$ cat src/rtl/add_serial_4bit_if.sv
// Valid/ready operand and result channels of the bit-serial adder.
`default_nettype none

interface add_serial_4bit_if #(
  parameter int WIDTH = 4
);
  logic             in_valid;
  logic             in_ready;
  logic [WIDTH-1:0] a;
  logic [WIDTH-1:0] b;
  logic             out_valid;
  logic             out_ready;
  logic [WIDTH-1:0] sum;
  logic             carry;
  logic             overflow;

  modport master (
    output in_valid, a, b, out_ready,
    input  in_ready, out_valid, sum, carry, overflow
  );

  modport slave (
    input  in_valid, a, b, out_ready,
    output in_ready, out_valid, sum, carry, overflow
  );
endinterface

`default_nettype wire

$ cat src/rtl/add_serial_4bit.sv
// add_serial_4bit: LSB-first bit-serial two's-complement adder, one full-adder cell.
// Optional saturation of overflowed sums: define ADD_SERIAL_SAT_EN. Rev 1.0
`default_nettype none

module add_serial_4bit #(
  parameter int WIDTH = 4
) (
  input  wire logic         clk,
  input  wire logic         rst_n,
  add_serial_4bit_if.slave  bus
);
  localparam int CW = $clog2(WIDTH) + 1;

  typedef enum logic [1:0] {
    S_IDLE = 2'd0,
    S_RUN  = 2'd1,
    S_DONE = 2'd2
  } state_t;

  state_t           state_q, state_d;
  logic [WIDTH-1:0] a_sh_q, a_sh_d;
  logic [WIDTH-1:0] b_sh_q, b_sh_d;
  logic [WIDTH-1:0] sum_sh_q, sum_sh_d;
  logic             cy_q, cy_d;
  logic [CW-1:0]    cnt_q, cnt_d;
  logic             a_msb_q, a_msb_d;
  logic             b_msb_q, b_msb_d;
  logic             out_valid_q, out_valid_d;
  logic [WIDTH-1:0] sum_q, sum_d;
  logic             carry_q, carry_d;
  logic             ovf_q, ovf_d;

  logic             bit_s;
  logic             bit_c;
  logic             ovf_w;
  logic [WIDTH-1:0] sum_final;

  assign bit_s = a_sh_q[0] ^ b_sh_q[0] ^ cy_q;
  assign bit_c = (a_sh_q[0] & b_sh_q[0]) | (cy_q & (a_sh_q[0] ^ b_sh_q[0]));

  // Operand MSBs are kept aside because the shift registers are consumed by then.
  assign ovf_w = (a_msb_q == b_msb_q) && (sum_sh_q[WIDTH-1] != a_msb_q);

`ifdef ADD_SERIAL_SAT_EN
  assign sum_final = ovf_w ? {a_msb_q, {(WIDTH-1){~a_msb_q}}} : sum_sh_q;
`else
  assign sum_final = sum_sh_q;
`endif

  always_comb begin
    state_d     = state_q;
    a_sh_d      = a_sh_q;
    b_sh_d      = b_sh_q;
    sum_sh_d    = sum_sh_q;
    cy_d        = cy_q;
    cnt_d       = cnt_q;
    a_msb_d     = a_msb_q;
    b_msb_d     = b_msb_q;
    out_valid_d = out_valid_q;
    sum_d       = sum_q;
    carry_d     = carry_q;
    ovf_d       = ovf_q;

    case (state_q)
      S_IDLE: begin
        if (bus.in_valid) begin
          a_sh_d  = bus.a;
          b_sh_d  = bus.b;
          a_msb_d = bus.a[WIDTH-1];
          b_msb_d = bus.b[WIDTH-1];
          cy_d    = 1'b0;
          cnt_d   = '0;
          state_d = S_RUN;
        end
      end
      S_RUN: begin
        sum_sh_d = {bit_s, sum_sh_q[WIDTH-1:1]};
        a_sh_d   = a_sh_q >> 1;
        b_sh_d   = b_sh_q >> 1;
        cy_d     = bit_c;
        cnt_d    = cnt_q + 1'b1;
        if (cnt_q == CW'(WIDTH - 1)) begin
          state_d = S_DONE;
        end
      end
      S_DONE: begin
        // First DONE cycle publishes the result; handshake is only possible after.
        if (!out_valid_q) begin
          out_valid_d = 1'b1;
          sum_d       = sum_final;
          carry_d     = cy_q;
          ovf_d       = ovf_w;
        end else if (bus.out_ready) begin
          out_valid_d = 1'b0;
          state_d     = S_IDLE;
        end
      end
      default: begin
        state_d     = S_IDLE;
        out_valid_d = 1'b0;
      end
    endcase
  end

  always_ff @(posedge clk or negedge rst_n) begin
    if (!rst_n) begin
      state_q     <= S_IDLE;
      a_sh_q      <= '0;
      b_sh_q      <= '0;
      sum_sh_q    <= '0;
      cy_q        <= 1'b0;
      cnt_q       <= '0;
      a_msb_q     <= 1'b0;
      b_msb_q     <= 1'b0;
      out_valid_q <= 1'b0;
      sum_q       <= '0;
      carry_q     <= 1'b0;
      ovf_q       <= 1'b0;
    end else begin
      state_q     <= state_d;
      a_sh_q      <= a_sh_d;
      b_sh_q      <= b_sh_d;
      sum_sh_q    <= sum_sh_d;
      cy_q        <= cy_d;
      cnt_q       <= cnt_d;
      a_msb_q     <= a_msb_d;
      b_msb_q     <= b_msb_d;
      out_valid_q <= out_valid_d;
      sum_q       <= sum_d;
      carry_q     <= carry_d;
      ovf_q       <= ovf_d;
    end
  end

  assign bus.in_ready  = (state_q == S_IDLE);
  assign bus.out_valid = out_valid_q;
  assign bus.sum       = sum_q;
  assign bus.carry     = carry_q;
  assign bus.overflow  = ovf_q;

endmodule

`default_nettype wire

$ cat src/flat_wrapper.sv
// flat-port wrapper written by rule: the top's interface ports become plain ports
module add_serial_4bit_flat 
#(
  parameter int WIDTH = 4
)
  (clk, rst_n, bus_in_valid, bus_a, bus_b, bus_out_ready, bus_in_ready, bus_out_valid, bus_sum, bus_carry, bus_overflow);
  add_serial_4bit_if #(.WIDTH(WIDTH)) bus_i ();
  input  wire logic clk;
  input  wire logic rst_n;
  input wire logic [$bits(bus_i.in_valid)-1:0] bus_in_valid;
  input wire logic [$bits(bus_i.a)-1:0] bus_a;
  input wire logic [$bits(bus_i.b)-1:0] bus_b;
  input wire logic [$bits(bus_i.out_ready)-1:0] bus_out_ready;
  output wire logic [$bits(bus_i.in_ready)-1:0] bus_in_ready;
  output wire logic [$bits(bus_i.out_valid)-1:0] bus_out_valid;
  output wire logic [$bits(bus_i.sum)-1:0] bus_sum;
  output wire logic [$bits(bus_i.carry)-1:0] bus_carry;
  output wire logic [$bits(bus_i.overflow)-1:0] bus_overflow;
  assign bus_i.in_valid = bus_in_valid;
  assign bus_i.a = bus_a;
  assign bus_i.b = bus_b;
  assign bus_i.out_ready = bus_out_ready;
  assign bus_in_ready = bus_i.in_ready;
  assign bus_out_valid = bus_i.out_valid;
  assign bus_sum = bus_i.sum;
  assign bus_carry = bus_i.carry;
  assign bus_overflow = bus_i.overflow;
  add_serial_4bit #(.WIDTH(WIDTH)) u_core (.clk(clk), .rst_n(rst_n), .bus(bus_i));
endmodule
$ cat config.mk
export PLATFORM = sky130hd
export DESIGN_NAME = add_serial_4bit_flat
export DESIGN_NICKNAME = d
export VERILOG_FILES = /design/src/rtl/add_serial_4bit_if.sv /design/src/rtl/add_serial_4bit.sv /design/src/flat_wrapper.sv
export SDC_FILE = /design/constraint.sdc
export NUM_CORES = 1
export LEC_CHECK = 0
export CAP_MARGIN = 25
export CORE_MARGIN = 2
export CORE_UTILIZATION = 50
export CTS_CLUSTER_SIZE = 25
export DETAILED_ROUTE_END_ITERATION = 10
export PLACE_DENSITY_LB_ADDON = 0.1
export SYNTH_ARGS = -nofsm -noshare
export SYNTH_HDL_FRONTEND = slang
export SYNTH_SLANG_ARGS = --single-unit
$ cat constraint.sdc
create_clock -name clk -period 1.4 [get_ports clk]
set_input_delay 0.42 -clock clk [delete_from_list [all_inputs] [get_ports clk]]
set_output_delay 0.42 -clock clk [all_outputs]
set_load 0.02 [all_outputs]
# Word level (Yosys, flattened, before mapping)
# Index checks and enable logic that the tools add are counted.
# op_classes
n_eq_ne	9
n_mux	16
add_sub_neg	1
n_bitwise	6
n_reduce_logical	8
# ops
cell	count
$pmux W4 S2	2
$mux W2	4
$mux W4	2
$pmux W2 S3	1
$pmux W3 S2	1
$reduce_and A2 Y1	3
$ne A2 B1 Y1 const B	2
$ne A2 B2 Y1 const B	2
$pmux W1 S2	2
$reduce_and A4 Y1	1
$add A3 B1 Y3 const B	1
$eq A3 B2 Y1 const B	1
$mux W1	3
$mux W3	1
$and A1 B1 Y1	2
$eq A2 B1 Y1 const B	1
$eq A2 B2 Y1 const B	1
$logic_not A2 Y1	1
$reduce_bool A2 Y1	1
$reduce_or A2 Y1	1
$xor A1 B1 Y1	2
$eq A1 B1 Y1	1
$logic_and A1 B1 Y1	1
$ne A1 B1 Y1	1
other kinds (2)	2
# word_totals
ff_bits	27
word_cells	52
inputBits	12

# Depth between registers and ports, before layout
# Gate-level depths: netlist (run 1).
# logic_depth
ltp_word	4
ltp_mapped	5
depth_no_buf	4

# Worst setup path before layout (run 1)
# OpenSTA, ideal clock, no wires.
# synth_timing
path_kind	register to register
startpoint	register u_core.out_valid_q (netlist: u_core.bus.out_valid)
endpoint	register u_core.carry_q (netlist: u_core.bus.carry)
path_stages_with_launch	3
setup_slack_ps	117
t_required_ps	1275
arrival_ps	1158
path_buffers	0
cell_sequence	dfrtp_1 nor3b_4 mux2_2
# synth_via
elab_chain_cells	2
# synth_lines
element	line	text
from (decl)	add_serial_4bit.sv:28	logic out_valid_q, out_valid_d;
from (signal assigned)	add_serial_4bit.sv:128	out_valid_q <= out_valid_d;
$not A1 Y1 (no line)	n/a	
$reduce_and A2 Y1 (no line)	n/a	
to (signal assigned)	add_serial_4bit.sv:130	carry_q <= carry_d;
to (decl)	add_serial_4bit.sv:30	logic carry_q, carry_d;
# No other way between the ends.
# A chain may end at the register's enable or synchronous reset.

# Worst setup path after layout (run 1)
# layout_timing
startpoint	register u_core.state_q[1]
endpoint	output bus_in_ready
# layout_via
elab_chain_cells	1
# layout_lines
element	line	text
from (decl)	add_serial_4bit.sv:20	state_t state_q, state_d;
from (signal assigned)	add_serial_4bit.sv:120	state_q <= state_d;
$logic_not A2 Y1	add_serial_4bit.sv:135	assign bus.in_ready = (state_q == S_IDLE);
to (decl)	flat_wrapper.sv:14	output wire logic [$bits(bus_i.in_ready)-1:0] bus_in_ready;
# No other way between the ends.

==> impl_metrics.json, run 1 <==
{
  "status": "finished, violations left",
  "violations": "negative setup slack",
  "synth_edf_count": 0,
  "synth_top_cell_area_share_pct": 59.0,
  "cts.clk_slew.worst_paths_ps": 140,
  "rr_startpoint": "u_core.state_q[1]$_DFFE_PN0P_",
  "design.die.area_sq_um": 2690,
  "core-area_sq_um": 2190,
  "dpl-instance-area_sq_um": 1450,
  "endpoint_kind": "output port",
  "routedWlPerCell_um": 12.4,
  "final.min_clock_period_ps": 1430,
  "synth.cell_area_sq_um": 1150,
  "tritoncts_clock_tree": "built",
  "post-route-drc-count": 0,
  "final.setup_skew_ps": 5.62,
  "grt_pass1_vias": 759,
  "stdcell_area_sq_um": 1470,
  "wire_length_of_the_first_global_routing_pass_um": 3260,
  "timing.critical_path.from": "u_core.state_q[1]$_DFFE_PN0P_",
  "worstPathMaxFanout": 2,
  "worst_ir_drop_vdd_v": 0.00105,
  "cts_buffers": 3,
  "setup_ws_ps": -34.7,
  "die_h_um": 51.9,
  "class_of_the_most_critical_setup_path": "flop to output port",
  "fp.dieW_um": 51.9,
  "synthesized_netlist_cell_count": 97,
  "remaining_antenna_violation_count": 0,
  "cp_data_arrival_time_ps": 1010,
  "postSynthNetCount": 112,
  "vias": 799,
  "post_route_cells_drive_above_1_share_pct": 28.9,
  "timing.critical_path.required_ps": 980,
  "async_reset_ff_share_pct": 100,
  "maxSlewHeadroom_pct": 87.4,
  "final_nets": 144,
  "globalplace.congestion": 0.813,
  "synth.lib_cells_used.distinct": 19,
  "clockBufferDepth": 2,
  "placement.io_buffers": 19,
  "detailedPlace.worstSlack_ps": -240,
  "rrSetupSlack_ps": 50,
  "netlist_top_cells_count": "27 x dfrtp_1, 14 x nand2_1, 12 x o21ai_0",
  "regArea_sq_um": 676,
  "ys.flop_type": "dfrtp_1",
  "reg2regPathDepth": 4,
  "grt_max_degree": 28,
  "synth.ff_latch_count": 27,
  "critPathLaunchType": "flop",
  "max_cap_violations": 0,
  "synthToLayoutAreaGrowth_pct": 28.4,
  "synth-warning-count": 0,
  "final_min_period_over_clock_period_pct": 102,
  "clock.fmax_ghz": 0.697,
  "routed_via_density": 5.12,
  "synth_seq_area_share_pct": 59.0,
  "min_path_type": "input port to async pin",
  "worstReg2RegEnd": "u_core.bus.carry$_DFFE_PN0P_",
  "hold_viol_final": 0,
  "top_level_ports": 20,
  "setup_viol": 1,
  "yosys-top-cells-area": "dfrtp_1 59%, mux2_2 9.8%, o21ai_0 5.2%",
  "cellPowerDensity_nw_per_um2": 2050,
  "fillCellCount": 171,
  "rsz0062_at_grt": "yes",
  "grt.overflow.total": 0,
  "yosys.cell_count.top_type": "dfrtp_1",
  "grt_usage_pct": 16.5,
  "worst_skew_pair.late_latency_ps": 320,
  "power.static_leakage_nw": 0.685,
  "start_util_pct": 52.3,
  "ant_diodes": 0,
  "tightestPinTransition_ps": 189,
  "antenna_found_initial": 0,
  "postCtsHoldBufs": 0,
  "ctsRootBufferMaster": "clkbuf_4",
  "multi_input_area_sq_um": 433,
  "detail_route.first_pass.iterations": 4,
  "initial_drt_markers": 9,
  "layout.core_utilization_pct": 67.2,
  "cts_sinks": 27,
  "row_count": 17,
  "total_routed_wirelength_um": 1940,
  "htreeDepth": 1,
  "report.final.slew_viol_count": 0,
  "post_synth.cell_area_avg_sq_um": 11.8,
  "detailed_place_hpwl_um": 1420,
  "netlist.top_cell.by_area": "dfrtp_1"
}
## state kept, by name (all words and copies together) (netlist names)
register and cells:
u_core.a_msb_q 1, u_core.a_sh_q 4, u_core.b_msb_q 1, u_core.b_sh_q 4
u_core.bus.carry 1, u_core.bus.out_valid 1, u_core.bus.overflow 1, u_core.bus.sum 4
u_core.cnt_q 3, u_core.cy_q 1, u_core.state_q 2, u_core.sum_final 4
## power by group
group          total, W  switching, W  internal (W)
Clock          0.000331      0.000220      0.000111
Sequential      0.00130      0.000188       0.00111
Combinational   0.00138      0.000685      0.000696
## metrics by stage
step	power [W]	instances	TNS, ps	hold slack (ps)
6_report	0.00301	156	-34.7	424
5_1_grt	0.00325	156	-261	455
4_1_cts	0.00299	155	-56.8	421
3_5_place_dp	0.00272	151	-2350	476
3_3_place_gp	0.00266	151	-1860	463
2_1_floorplan	0.00216	97	0	124
## cell usage in the layout, fill, tap and decap left out, types with 2 or more instances in the layout
| master | count |
|---|---|
| a21oi_1 | 4 |
| a22oi_1 | 6 |
| a32o_1 | 2 |
| buf_12 | 2 |
| buf_2 | 7 |
| buf_4 | 8 |
| buf_6 | 3 |
| clkbuf_4 | 3 |
| clkdlybuf4s50_1 | 11 |
| dfrtp_1 | 27 |
| ha_1 | 2 |
| inv_1 | 6 |
| mux2_2 | 10 |
| nand2_1 | 14 |
| nor2_1 | 2 |
| o21ai_0 | 12 |
## how the worst max path moves through the flow
stage,end,slack (ps),cells past startpoint
floorplan,u_core.bus.carry$_DFFE_PN0P_,120,2
global placement,u_core.a_sh_q[2]$_DFFE_PN0P_,-210,4
detailed placement,u_core.a_sh_q[1]$_DFFE_PN0P_,-240,4
CTS,bus_in_ready,-60,2
global route,bus_in_ready,-110,2
finish,bus_in_ready,-30,2
## area by class of cell
class,instances,share of cell area (%)
Sequential cell,27,45.9
Multi-Input combinational cell,60,29.4
Timing Repair Buffer,31,19.0
Tap cell,28,2.38
Clock buffer,4,1.79
Inverter,6,1.53
## cell families after synthesis
| group | share of synthesized area [%] |
|---|---|
| compound gates | 14.1 |
| fa+ha+maj | 3.93 |
| simple gates | 9.50 |
| flops | 59.0 |
| buf+inv | 3.71 |
| mux | 9.83 |
## layer usage
layer	GRT usage [%]	vias to the layer above	routed length, um
met1	21.4	389	905
met3	3.74	2	75
met5	0	-	0
met2	26.2	11	944
met4	7.89	0	14
li1	-	397	-
## critical path: stages, from the launching register on
cell     delay, ps
dfrtp_1        410
nor2_2         150
buf_6          130
## repair_timing
action / 4_1_cts / 5_1_grt
endpoints found under the setup margin: 11 / 8
setup buffers: 0 / 1
gates resized for setup: 34 / 3
pin swaps: 0 / 1
Note: power is estimated with default switching activity, not from simulation.
==> inputs of run 2 (changes only) <==
--- a/config.mk
+++ b/config.mk
@@ -7,9 +7,11 @@
 export LEC_CHECK = 0
 export CAP_MARGIN = 25
 export CORE_MARGIN = 2
-export CORE_UTILIZATION = 50
+export CORE_UTILIZATION = 60
+export CTS_BUF_LIST = sky130_fd_sc_hd__clkbuf_2
 export CTS_CLUSTER_SIZE = 25
 export DETAILED_ROUTE_END_ITERATION = 10
+export DONT_BUFFER_PORTS = 1
 export PLACE_DENSITY_LB_ADDON = 0.1
 export SYNTH_ARGS = -nofsm -noshare
 export SYNTH_HDL_FRONTEND = slang
==> impl_metrics.json, run 2 (same netlist as run 1, synthesis figures left out) <==
{
  "hold_viol_final": 0,
  "class_of_the_most_critical_setup_path": "flop to output port",
  "maxSlewHeadroom_pct": 84.0,
  "row_count": 15,
  "report.final.slew_viol_count": 0,
  "status": "finished, violations left",
  "grt.overflow.total": 0,
  "final_nets": 128,
  "min_delay_endpoint": "u_core.b_msb_q$_DFFE_PN0P_",
  "cts.clk_slew.worst_paths_ps": 230,
  "violations": "negative setup slack",
  "globalplace.congestion": 0.707,
  "tritoncts_clock_tree": "built",
  "detail_route.first_pass.iterations": 4,
  "design.die.area_sq_um": 2280,
  "post-route-drc-count": 0,
  "worstReg2RegEnd": "u_core.bus.sum[3]$_DFFE_PN0P_",
  "final.min_clock_period_ps": 1500,
  "ant_diodes": 0,
  "setup_ws_ps": -103,
  "initial_drt_markers": 14,
  "top_level_ports": 20,
  "ctsRootBufferMaster": "clkbuf_2",
  "layout.cells.most_common_list": "25 x dfrtp_1, 14 x nand2_1, 12 x o21ai_0",
  "final_min_period_over_clock_period_pct": 107,
  "routedWlPerCell_um": 15.1,
  "grt_pass1_vias": 749,
  "vias": 754,
  "worst_ir_drop_vdd_v": 0.00139,
  "worstPathMaxFanout": 2,
  "reg2regPathDepth": 4,
  "fp.dieW_um": 47.7,
  "die_h_um": 47.7,
  "routed_via_density": 5.50,
  "power.static_leakage_nw": 0.616,
  "min-delay-start": "bus_b[3]",
  "htreeDepth": 1,
  "total_routed_wirelength_um": 2070,
  "placement.io_buffers": 0,
  "grt_usage_pct": 21.1,
  "cp_data_arrival_time_ps": 1080,
  "holdPathStages": 1,
  "detailedPlace.worstSlack_ps": 45.3,
  "synthToLayoutAreaGrowth_pct": 17.5,
  "clock.fmax_ghz": 0.665,
  "grt_max_degree": 28,
  "tightestPinTransition_ps": 240,
  "cellPowerDensity_nw_per_um2": 2200,
  "remaining_antenna_violation_count": 0,
  "cts_sinks": 27,
  "rr_startpoint": "u_core.state_q[0]$_DFFE_PN0P_",
  "start_util_pct": 65.0,
  "setup_viol": 4,
  "cts_buffers": 3,
  "rrSetupSlack_ps": -10,
  "detailed_place_hpwl_um": 1410,
  "wire_length_of_the_first_global_routing_pass_um": 3260,
  "max_cap_violations": 0,
  "endpoint_kind": "output port",
  "layout.core_utilization_pct": 76.3,
  "clockBufferDepth": 2,
  "final.setup_skew_ps": 2.32,
  "worst_skew_pair.late_latency_ps": 330,
  "antenna_found_initial": 0,
  "core-area_sq_um": 1760,
  "post_route_cells_drive_above_1_share_pct": 30.4,
  "layout_commonest_cell": "dfrtp_1",
  "post_route_hold_slack_ps": 215,
  "rsz0062_at_grt": "yes",
  "timing.critical_path.required_ps": 980,
  "min_path_type": "input port to flop",
  "critPathLaunchType": "flop"
}
==> run 2: changes by cell type in the layout (fill, tap and decap cells not counted), moves of 2 or more <==
cell,previous run,this run
clkbuf_4,3,0
buf_4,8,10
dfrtp_1,27,25
clkdlybuf4s50_1,11,0
buf_2,7,0
dfrtp_2,0,2
clkbuf_2,0,3
buf_6,3,1
==> run 2: where the power goes <==
part	switching, W	leakage [nW]	internal, W
combinational	0.000587	0.256	0.000664
sequential	0.000314	0.344	0.00112
clock	0.000213	0.0164	0.0000648
total	0.00111	0.616	0.00185
==> run 2: how the worst max path moves through the flow <==
stage	start	slack, ps	cells after the start	endpoint
after CTS	u_core.state_q[0]$_DFFE_PN0P_	-130	2	bus_in_ready
after detailed placement	u_core.state_q[0]$_DFFE_PN0P_	50	2	u_core.bus.sum[2]$_DFFE_PN0P_
after global routing	u_core.state_q[1]$_DFFE_PN0P_	-180	2	bus_in_ready
after floorplan	u_core.bus.out_valid$_DFFE_PN0N_	120	2	u_core.bus.carry$_DFFE_PN0P_
final	u_core.state_q[0]$_DFFE_PN0P_	-100	2	bus_in_ready
after global placement	u_core.state_q[0]$_DFFE_PN0P_	90	2	u_core.bus.carry$_DFFE_PN0P_
==> run 2: area by class of cell <==
type	instances	area, sq um
Clock buffer	3	15.0
Sequential cell	27	678
Tap cell	25	31.3
Fill cell	125	418
Clock inverter	1	5.00
Timing Repair Buffer	15	156
Inverter	6	22.5
Multi-Input combinational cell	60	438
==> run 2: per-layer routing <==
| layer | vias to the layer above | share of wire (%) | global-route usage, % |
|---|---|---|---|
| met5 | - | 0 | 0 |
| met4 | 0 | 0.87 | 8.11 |
| met3 | 2 | 3.9 | 4.91 |
| met2 | 14 | 54 | 34.9 |
| met1 | 370 | 41 | 26.9 |
| li1 | 368 | - | - |
==> run 2: per-stage QoR <==
step / std cells / total power [W] / instance area [sq um] / TNS, ps
final: 137 / 0.00296 / 1350 / -114
after global placement: 124 / 0.00248 / 1230 / 0
after CTS: 134 / 0.00295 / 1320 / -350
after detailed placement: 124 / 0.00255 / 1230 / 0
after global routing: 137 / 0.00321 / 1350 / -193
after floorplan: 97 / 0.00216 / 1150 / 0
==> run 2: repair_timing <==
action / CTS / global route
pin swaps: 2 / 1
endpoints found under the hold margin: 27 / 0
resized for setup: 3 / 2
setup endpoints to repair: 2 / 13
hold buffers: 2 / 0
buffers inserted: 4 / 3
==> run 2: worst max-delay path, stage by stage, from the launching register on <==
cell     delay (ps)
dfrtp_2         480
nor2_4          150
buf_12          120
